`src/rtl/vid_pkg.sv`:
```
// Shared state encoding and command-source tags for the video fetch scheduler.
package vid_pkg;
    typedef enum logic [2:0] {ST_IDLE, ST_VCMD, ST_VWAIT, ST_HCMD, ST_HWAIT} state_t;

    localparam logic MEM_SRC_VID  = 1'b0;
    localparam logic MEM_SRC_HOST = 1'b1;

    function automatic int nbursts(input int line_words, input int burst);
        return line_words / burst;
    endfunction
endpackage

```
`src/rtl/vid_fetch_addr.sv`:
```
// Line start address, in-line offset and remaining-burst counter; reloads on a line trigger, advances per video burst.
module vid_fetch_addr
    import vid_pkg::*;
#(
    parameter int AW         = 20,
    parameter int LINE_WORDS = 160,
    parameter int BURST      = 32,
    parameter int BASE_ADDR  = 0,
    localparam int NB        = nbursts(LINE_WORDS, BURST),
    localparam int CW        = $clog2(NB + 1)
)(
    input  logic          clk,
    input  logic          rst,
    input  logic          trig,
    input  logic          v_last,
    input  logic          adv,
    output logic [AW-1:0] line_nxt,
    output logic [AW-1:0] off_nxt,
    output logic [CW-1:0] burst_cnt
);
    logic [AW-1:0] line_addr;
    logic [AW-1:0] off;
    logic [CW-1:0] cnt_nxt;
    logic          first;

    // The first trigger after reset fetches line 0 itself rather than advancing past it.
    always_comb begin
        line_nxt = line_addr;
        off_nxt  = off;
        cnt_nxt  = burst_cnt;
        if (trig) begin
            line_nxt = (v_last || first) ? AW'(BASE_ADDR) : line_addr + AW'(LINE_WORDS);
            off_nxt  = '0;
            cnt_nxt  = CW'(NB);
        end else if (adv) begin
            off_nxt = off + AW'(BURST);
            cnt_nxt = burst_cnt - CW'(1);
        end
    end

    always_ff @(posedge clk or posedge rst) begin
        if (rst) begin
            line_addr <= AW'(BASE_ADDR);
            off       <= '0;
            burst_cnt <= '0;
            first     <= 1'b1;
        end else begin
            line_addr <= line_nxt;
            off       <= off_nxt;
            burst_cnt <= cnt_nxt;
            if (trig) first <= 1'b0;
        end
    end
endmodule

```
`src/rtl/vid_fetch_sched.sv`:
```
// Shares one memory command port: video line prefetch first, host in the gaps; command one cycle after trigger, held until mem_ready.
// Optional statistics outputs are enabled by defining VID_FETCH_SCHED_STATS_EN.
module vid_fetch_sched
    import vid_pkg::*;
#(
    parameter int AW         = 20,
    parameter int LINE_WORDS = 160,
    parameter int BURST      = 32,
    parameter int BASE_ADDR  = 0
)(
    input  logic          clk,
    input  logic          rst,
    input  logic          vid_active,
    input  logic          vid_h_last,
    input  logic          vid_v_last,
    output logic          vid_bank,
    output logic          mem_valid,
    input  logic          mem_ready,
    output logic [AW-1:0] mem_addr,
    output logic [7:0]    mem_len,
    output logic          mem_we,
    output logic          mem_src,
    input  logic          mem_done,
    input  logic          host_valid,
    output logic          host_ready,
    input  logic [AW-1:0] host_addr,
    input  logic          host_we,
    output logic          host_done,
    output logic          underrun
`ifdef VID_FETCH_SCHED_STATS_EN
    ,
    output logic [15:0]   stat_underruns,
    output logic [15:0]   stat_host_wait
`endif
);
    localparam int CW = $clog2(nbursts(LINE_WORDS, BURST) + 1);

    state_t        state, state_nxt;
    logic          trig, adv, vid_pend, stale, last_ok;
    logic [AW-1:0] line_nxt, off_nxt, cmd_addr, h_addr;
    logic          h_we;
    logic [CW-1:0] burst_cnt;

    vid_fetch_addr #(
        .AW(AW), .LINE_WORDS(LINE_WORDS), .BURST(BURST), .BASE_ADDR(BASE_ADDR)
    ) u_addr (
        .clk(clk), .rst(rst), .trig(trig), .v_last(vid_v_last), .adv(adv),
        .line_nxt(line_nxt), .off_nxt(off_nxt), .burst_cnt(burst_cnt)
    );

    assign trig     = vid_active & vid_h_last;
    assign last_ok  = (state == ST_VWAIT) & mem_done & ~stale & (burst_cnt == CW'(1));
    assign underrun = trig & vid_pend & ~last_ok;
    assign mem_addr = (state == ST_HCMD) ? h_addr : cmd_addr;

    always_comb begin
        state_nxt  = state;
        mem_valid  = 1'b0;
        mem_src    = MEM_SRC_VID;
        mem_we     = 1'b0;
        mem_len    = 8'd0;
        host_ready = 1'b0;
        host_done  = 1'b0;
        adv        = 1'b0;
        case (state)
            ST_IDLE: begin
                if (vid_pend || trig) begin
                    state_nxt = ST_VCMD;
                end else if (host_valid && !rst) begin
                    host_ready = 1'b1;
                    state_nxt  = ST_HCMD;
                end
            end
            ST_VCMD: begin
                mem_valid = 1'b1;
                mem_len   = 8'(BURST - 1);
                if (mem_ready) state_nxt = ST_VWAIT;
            end
            ST_VWAIT: begin
                // A burst belonging to a superseded line completes but does not advance the counters.
                if (mem_done) begin
                    adv       = ~stale & ~trig;
                    state_nxt = (!stale && !trig && burst_cnt != CW'(1)) ? ST_VCMD : ST_IDLE;
                end
            end
            ST_HCMD: begin
                mem_valid = 1'b1;
                mem_src   = MEM_SRC_HOST;
                mem_we    = h_we;
                if (mem_ready) state_nxt = ST_HWAIT;
            end
            ST_HWAIT: begin
                if (mem_done) begin
                    host_done = 1'b1;
                    state_nxt = ST_IDLE;
                end
            end
            default: state_nxt = ST_IDLE;
        endcase
    end

    always_ff @(posedge clk or posedge rst) begin
        if (rst) begin
            state    <= ST_IDLE;
            vid_pend <= 1'b0;
            stale    <= 1'b0;
            vid_bank <= 1'b0;
            cmd_addr <= AW'(BASE_ADDR);
            h_addr   <= '0;
            h_we     <= 1'b0;
        end else begin
            state <= state_nxt;
            if (trig)                                vid_pend <= 1'b1;
            else if (adv && burst_cnt == CW'(1))     vid_pend <= 1'b0;
            if (trig) vid_bank <= ~vid_bank;
            if (state == ST_VWAIT && mem_done)       stale <= 1'b0;
            else if (trig && (state == ST_VCMD || state == ST_VWAIT)) stale <= 1'b1;
            // Address is captured on entry so it stays stable even if a new line triggers mid-handshake.
            if (state_nxt == ST_VCMD && state != ST_VCMD) cmd_addr <= line_nxt + off_nxt;
            if (host_ready) begin
                h_addr <= host_addr;
                h_we   <= host_we;
            end
        end
    end

`ifdef VID_FETCH_SCHED_STATS_EN
    logic [15:0] wait_cnt;

    always_ff @(posedge clk or posedge rst) begin
        if (rst) begin
            stat_underruns <= '0;
            stat_host_wait <= '0;
            wait_cnt       <= '0;
        end else begin
            if (underrun && stat_underruns != 16'hFFFF) stat_underruns <= stat_underruns + 16'd1;
            if (host_valid && !host_ready) begin
                if (wait_cnt != 16'hFFFF) wait_cnt <= wait_cnt + 16'd1;
            end else begin
                wait_cnt <= '0;
            end
            if (host_ready && wait_cnt > stat_host_wait) stat_host_wait <= wait_cnt;
        end
    end
`endif
endmodule

```
`config.mk`:
```
export PLATFORM = sky130hd
export DESIGN_NAME = vid_fetch_sched
export DESIGN_NICKNAME = d
export VERILOG_FILES = /design/src/rtl/vid_pkg.sv /design/src/rtl/vid_fetch_addr.sv /design/src/rtl/vid_fetch_sched.sv
export SDC_FILE = /design/constraint.sdc
export NUM_CORES = 1
export LEC_CHECK = 0
export CORE_ASPECT_RATIO = 1.2
export CORE_MARGIN = 5
export CORE_UTILIZATION = 40
export CTS_CLUSTER_DIAMETER = 100
export DETAILED_ROUTE_END_ITERATION = 10
export PLACE_DENSITY = 0.65
export SYNTH_ARGS = -nofsm -noshare
export SYNTH_HDL_FRONTEND = slang
export SYNTH_HIERARCHICAL = 1
export SYNTH_SLANG_ARGS = --single-unit
```
`constraint.sdc`:
```
create_clock -name clk -period 4.3 [get_ports clk]
set_input_delay 1.29 -clock clk [delete_from_list [all_inputs] [get_ports clk]]
set_output_delay 1.29 -clock clk [all_outputs]
set_load 0.01 [all_outputs]
```
==> flow_summary.ini, run 1 <==
[logic_synthesis]
yosysUniqueCellTypes = 55
synth.area.top_cells = dfrtp_1 (43%), nand2_1 (8.0%), ha_1 (5.3%)
syn_area_per_cell_um2 = 9.356
synth_top_area_share = 0.4337
synth_top_family_by_area = simple AND/OR/NAND/NOR gates
async_reset_ff_frac = 1.000
ys.flop_type = dfrtp_1
ys_warn_count = 6
synth_top_cell_by_area = dfrtp_1
synth_edf_count = 0
synth.mux.area_fraction = 0.06554
yosysSeqAreaShare = 0.4388
yosys.area_share.simple = 0.2111
syn_area_um2 = 5192
ys_seq_elements = 91
synthAdderAreaFrac = 0.05687
synth-compound-area-share = 0.1484
synth_xor_area_frac = 0.03542
syn_inst = 555

[cells_and_area]
final_design_area_no_fill_um2 = 6842
nets = 730
nFillCells = 1154
syn_to_final_growth_pct = 31.76
diodes = 0
final_cell_mix = nand2_1 (111), dfrtp_1 (90), buf_4 (75)
layout_commonest_cell = nand2_1
layout-drive-gt1-share = 0.2152

[power_and_ir_drop]
pwr-share-comb = 0.313
leakagePower_uw = 0.003202
power_density_nw_per_um2 = 413.2
p_int_uw = 1934
p_sw_frac = 0.3158
seqPwrFrac = 0.380
p_sw_uw = 892.7
p_clk_frac = 0.307
ir_drop_mv = 0.2711

[placement]
place_congestion = 0.8683
preCtsSetupSlack_ns = -0.5230
portBuffers = 60
placed_area_um2 = 6405
hpwl_um = 10040

[sta]
max_freq_ghz = 0.2422
fin_crit_sh = 0.9603
slew_headroom = 0.3098
fin_ws_ns = 0.1709
setup_viol = 0
finalHoldViolCount = 0
maxSlewViolCount = 0
worstMarginPinSlew_ns = 1.035
skew_ns = 0.004686
period_needed_ns = 4.129
grt_setup_unrepaired = no
whs_ns = 0.4673

[hold_path]
worstHoldStart = h_addr[14]$_DFFE_PP0P_
min_to = h_addr[14]$_DFFE_PP0P_
worstHoldPathType = flop to flop
hold_depth = 2

[setup_path]
crit_path_max_fanout = 9
worstPathRequired_ns = 3.01
arrival_ns = 2.84
worstSetupStartpointType = input port
crit_type = input port to primary output
endpoint_kind = primary output
r2r_start = state[1]$_DFF_PP0_
r2r_slack_ns = 0.71
reg2reg_to = cmd_addr[17]$_DFFE_PP0P_
rr_worst_depth = 13

[global_routing]
grt_max_degree = 48
grtUsageTotal = 0.1803
grt_pass1_vias = 4583
grt_pass1_wl_um = 22310
overflow = 0
grt_antenna_before_repair = 0

[flow_run]
maxCapViolations = 0

[detailed_routing]
drc = 0
vias = 4466
via_per_inst = 5.273
routed_wl_um = 13370
drt_iter0_drc = 254
drt_first_pass_iters = 4
wl_per_cell_um = 15.79
ant_nets = 0

[floorplanning]
die_w_um = 114.0
ios = 64
die_area_um2 = 15370
initial_core_util = 0.4099
dieHeight_um = 134.8
coreArea_um2 = 12670
rows = 45

[clock_tree]
cts.sink_count = 91
cts_hold_buffers = 0
cts_buffer_depth = 2
root_buffer = clkbuf_16
worst_skew_pair.late_latency_ns = 0.34
h-tree-depth = 3
tritoncts = yes
cts_buffers = 9
clkTransAtPathRegs_ns = 0.06

[outcome]
outcome = complete, no violations
logic make-up (layout without fill, tap and decap cells):
kind of cell	after synthesis	count (layout)
other cells	1	3
compound gates	122	122
buf+inv	42	168
mux	31	31
xor+xnor	21	21
flops	91	91
simple gates	224	224
fa+ha+maj	23	23
worst max-delay path, stage by stage:
cell	delay, ns
clkdlybuf4s50_1	0.42
nand2_1	0.11
inv_2	0.09
or4_1	0.52
inv_1	0.11
dlygate4sd2_1	0.29
layout make-up:
cell class / count / area, um2 / area share
sequential: 91 / 2278 / 0.3330
clock inverter: 4 / 72.57 / 0.01061
timing repair buffer: 135 / 1157 / 0.1692
tap: 164 / 205.2 / 0.02999
inverter: 17 / 63.81 / 0.009327
clock buffer: 12 / 256.5 / 0.03749
multi-input combinational: 424 / 2808 / 0.4104
worst max path at each step:
| stage | start | endpoint | slack, ns | depth (start not counted) |
|---|---|---|---|---|
| floorplan | mem_done | cmd_addr[17]$_DFFE_PP0P_ | 0.08 | 13 |
| global placement | mem_done | cmd_addr[11]$_DFFE_PP0P_ | -0.44 | 16 |
| detailed placement | mem_done | cmd_addr[17]$_DFFE_PP0P_ | -0.52 | 15 |
| CTS | mem_done | cmd_addr[17]$_DFFE_PP0P_ | 0.07 | 14 |
| global route | vid_h_last | cmd_addr[14]$_DFFE_PP0P_ | 0.01 | 14 |
| finish | vid_active | host_ready | 0.17 | 6 |
Yosys cell counts, types with 9 or more instances:
cell / instances
mux2_2: 22
buf_4: 10
xor2_1: 11
a21oi_1: 39
xnor2_1: 10
nand3_1: 14
ha_1: 22
nor2_1: 23
or4_1: 10
nand2_1: 111
inv_1: 17
nor2b_1: 11
o31ai_1: 11
o21ai_0: 27
or3_1: 9
dfrtp_1: 90
power groups by stage:
stage               Combinational, uW  Clock [uW]  Sequential, uW
finish                            885         868            1070
global route                      981         928            1090
CTS                               892         884            1070
detailed placement                886           0            1090
global placement                  869           0            1080
floorplan                         593           0            1050
routing by layer:
layer,vias to the layer above,track usage,part of all wire
met3,12,0.03407,0.034
met4,0,0.04950,0.011
met2,84,0.3226,0.53
li1,2207,-,-
met5,-,0,0
met1,2163,0.2208,0.42
through the flow:
step / power (uW) / std cells / utilization / TNS [ns]
after floorplan: 1639 / 557 / - / 0
after global placement: 1950 / 829 / 0.5056 / -4.128
after detailed placement: 1973 / 829 / 0.5056 / -5.141
after CTS: 2851 / 845 / 0.5336 / 0
after global routing: 3001 / 847 / 0.5400 / 0
final: 2827 / 847 / 0.5400 / 0
sequential cells by signal, indices dropped and copies added (netlist names):
signal,cells
u_addr/first,1
u_addr/burst_cnt,3
state,3
vid_pend,1
stale,1
h_addr,20
u_addr/line_addr,20
u_addr/off,20
vid_bank,1
cmd_addr,20
h_we,1
timing repair:
item	CTS	global route
pin swaps	1	5
resized for setup	8	19
endpoints found under the setup margin	13	10
setup buffers	0	2
No activity file was read; power rests on OpenSTA's default activity.
==> run 2, diff against run 1 <==
--- a/config.mk
+++ b/config.mk
@@ -9,7 +9,9 @@
 export CORE_MARGIN = 5
 export CORE_UTILIZATION = 40
 export CTS_CLUSTER_DIAMETER = 100
+export CTS_CLUSTER_SIZE = 16
 export DETAILED_ROUTE_END_ITERATION = 10
+export GPL_ROUTABILITY_DRIVEN = 1
 export PLACE_DENSITY = 0.65
 export SYNTH_ARGS = -nofsm -noshare
 export SYNTH_HDL_FRONTEND = slang
==> results of run 2 <==
The final DEF is identical to that of run 1; final timing and power are the same.
==> run 3, diff against run 2 <==
--- a/config.mk
+++ b/config.mk
@@ -8,7 +8,7 @@
 export CORE_ASPECT_RATIO = 1.2
 export CORE_MARGIN = 5
 export CORE_UTILIZATION = 40
-export CTS_CLUSTER_DIAMETER = 100
+export CTS_CLUSTER_DIAMETER = 150
 export CTS_CLUSTER_SIZE = 16
 export DETAILED_ROUTE_END_ITERATION = 10
 export GPL_ROUTABILITY_DRIVEN = 1
==> results of run 3 <==
The final DEF is identical to that of run 1; final timing and power are the same.
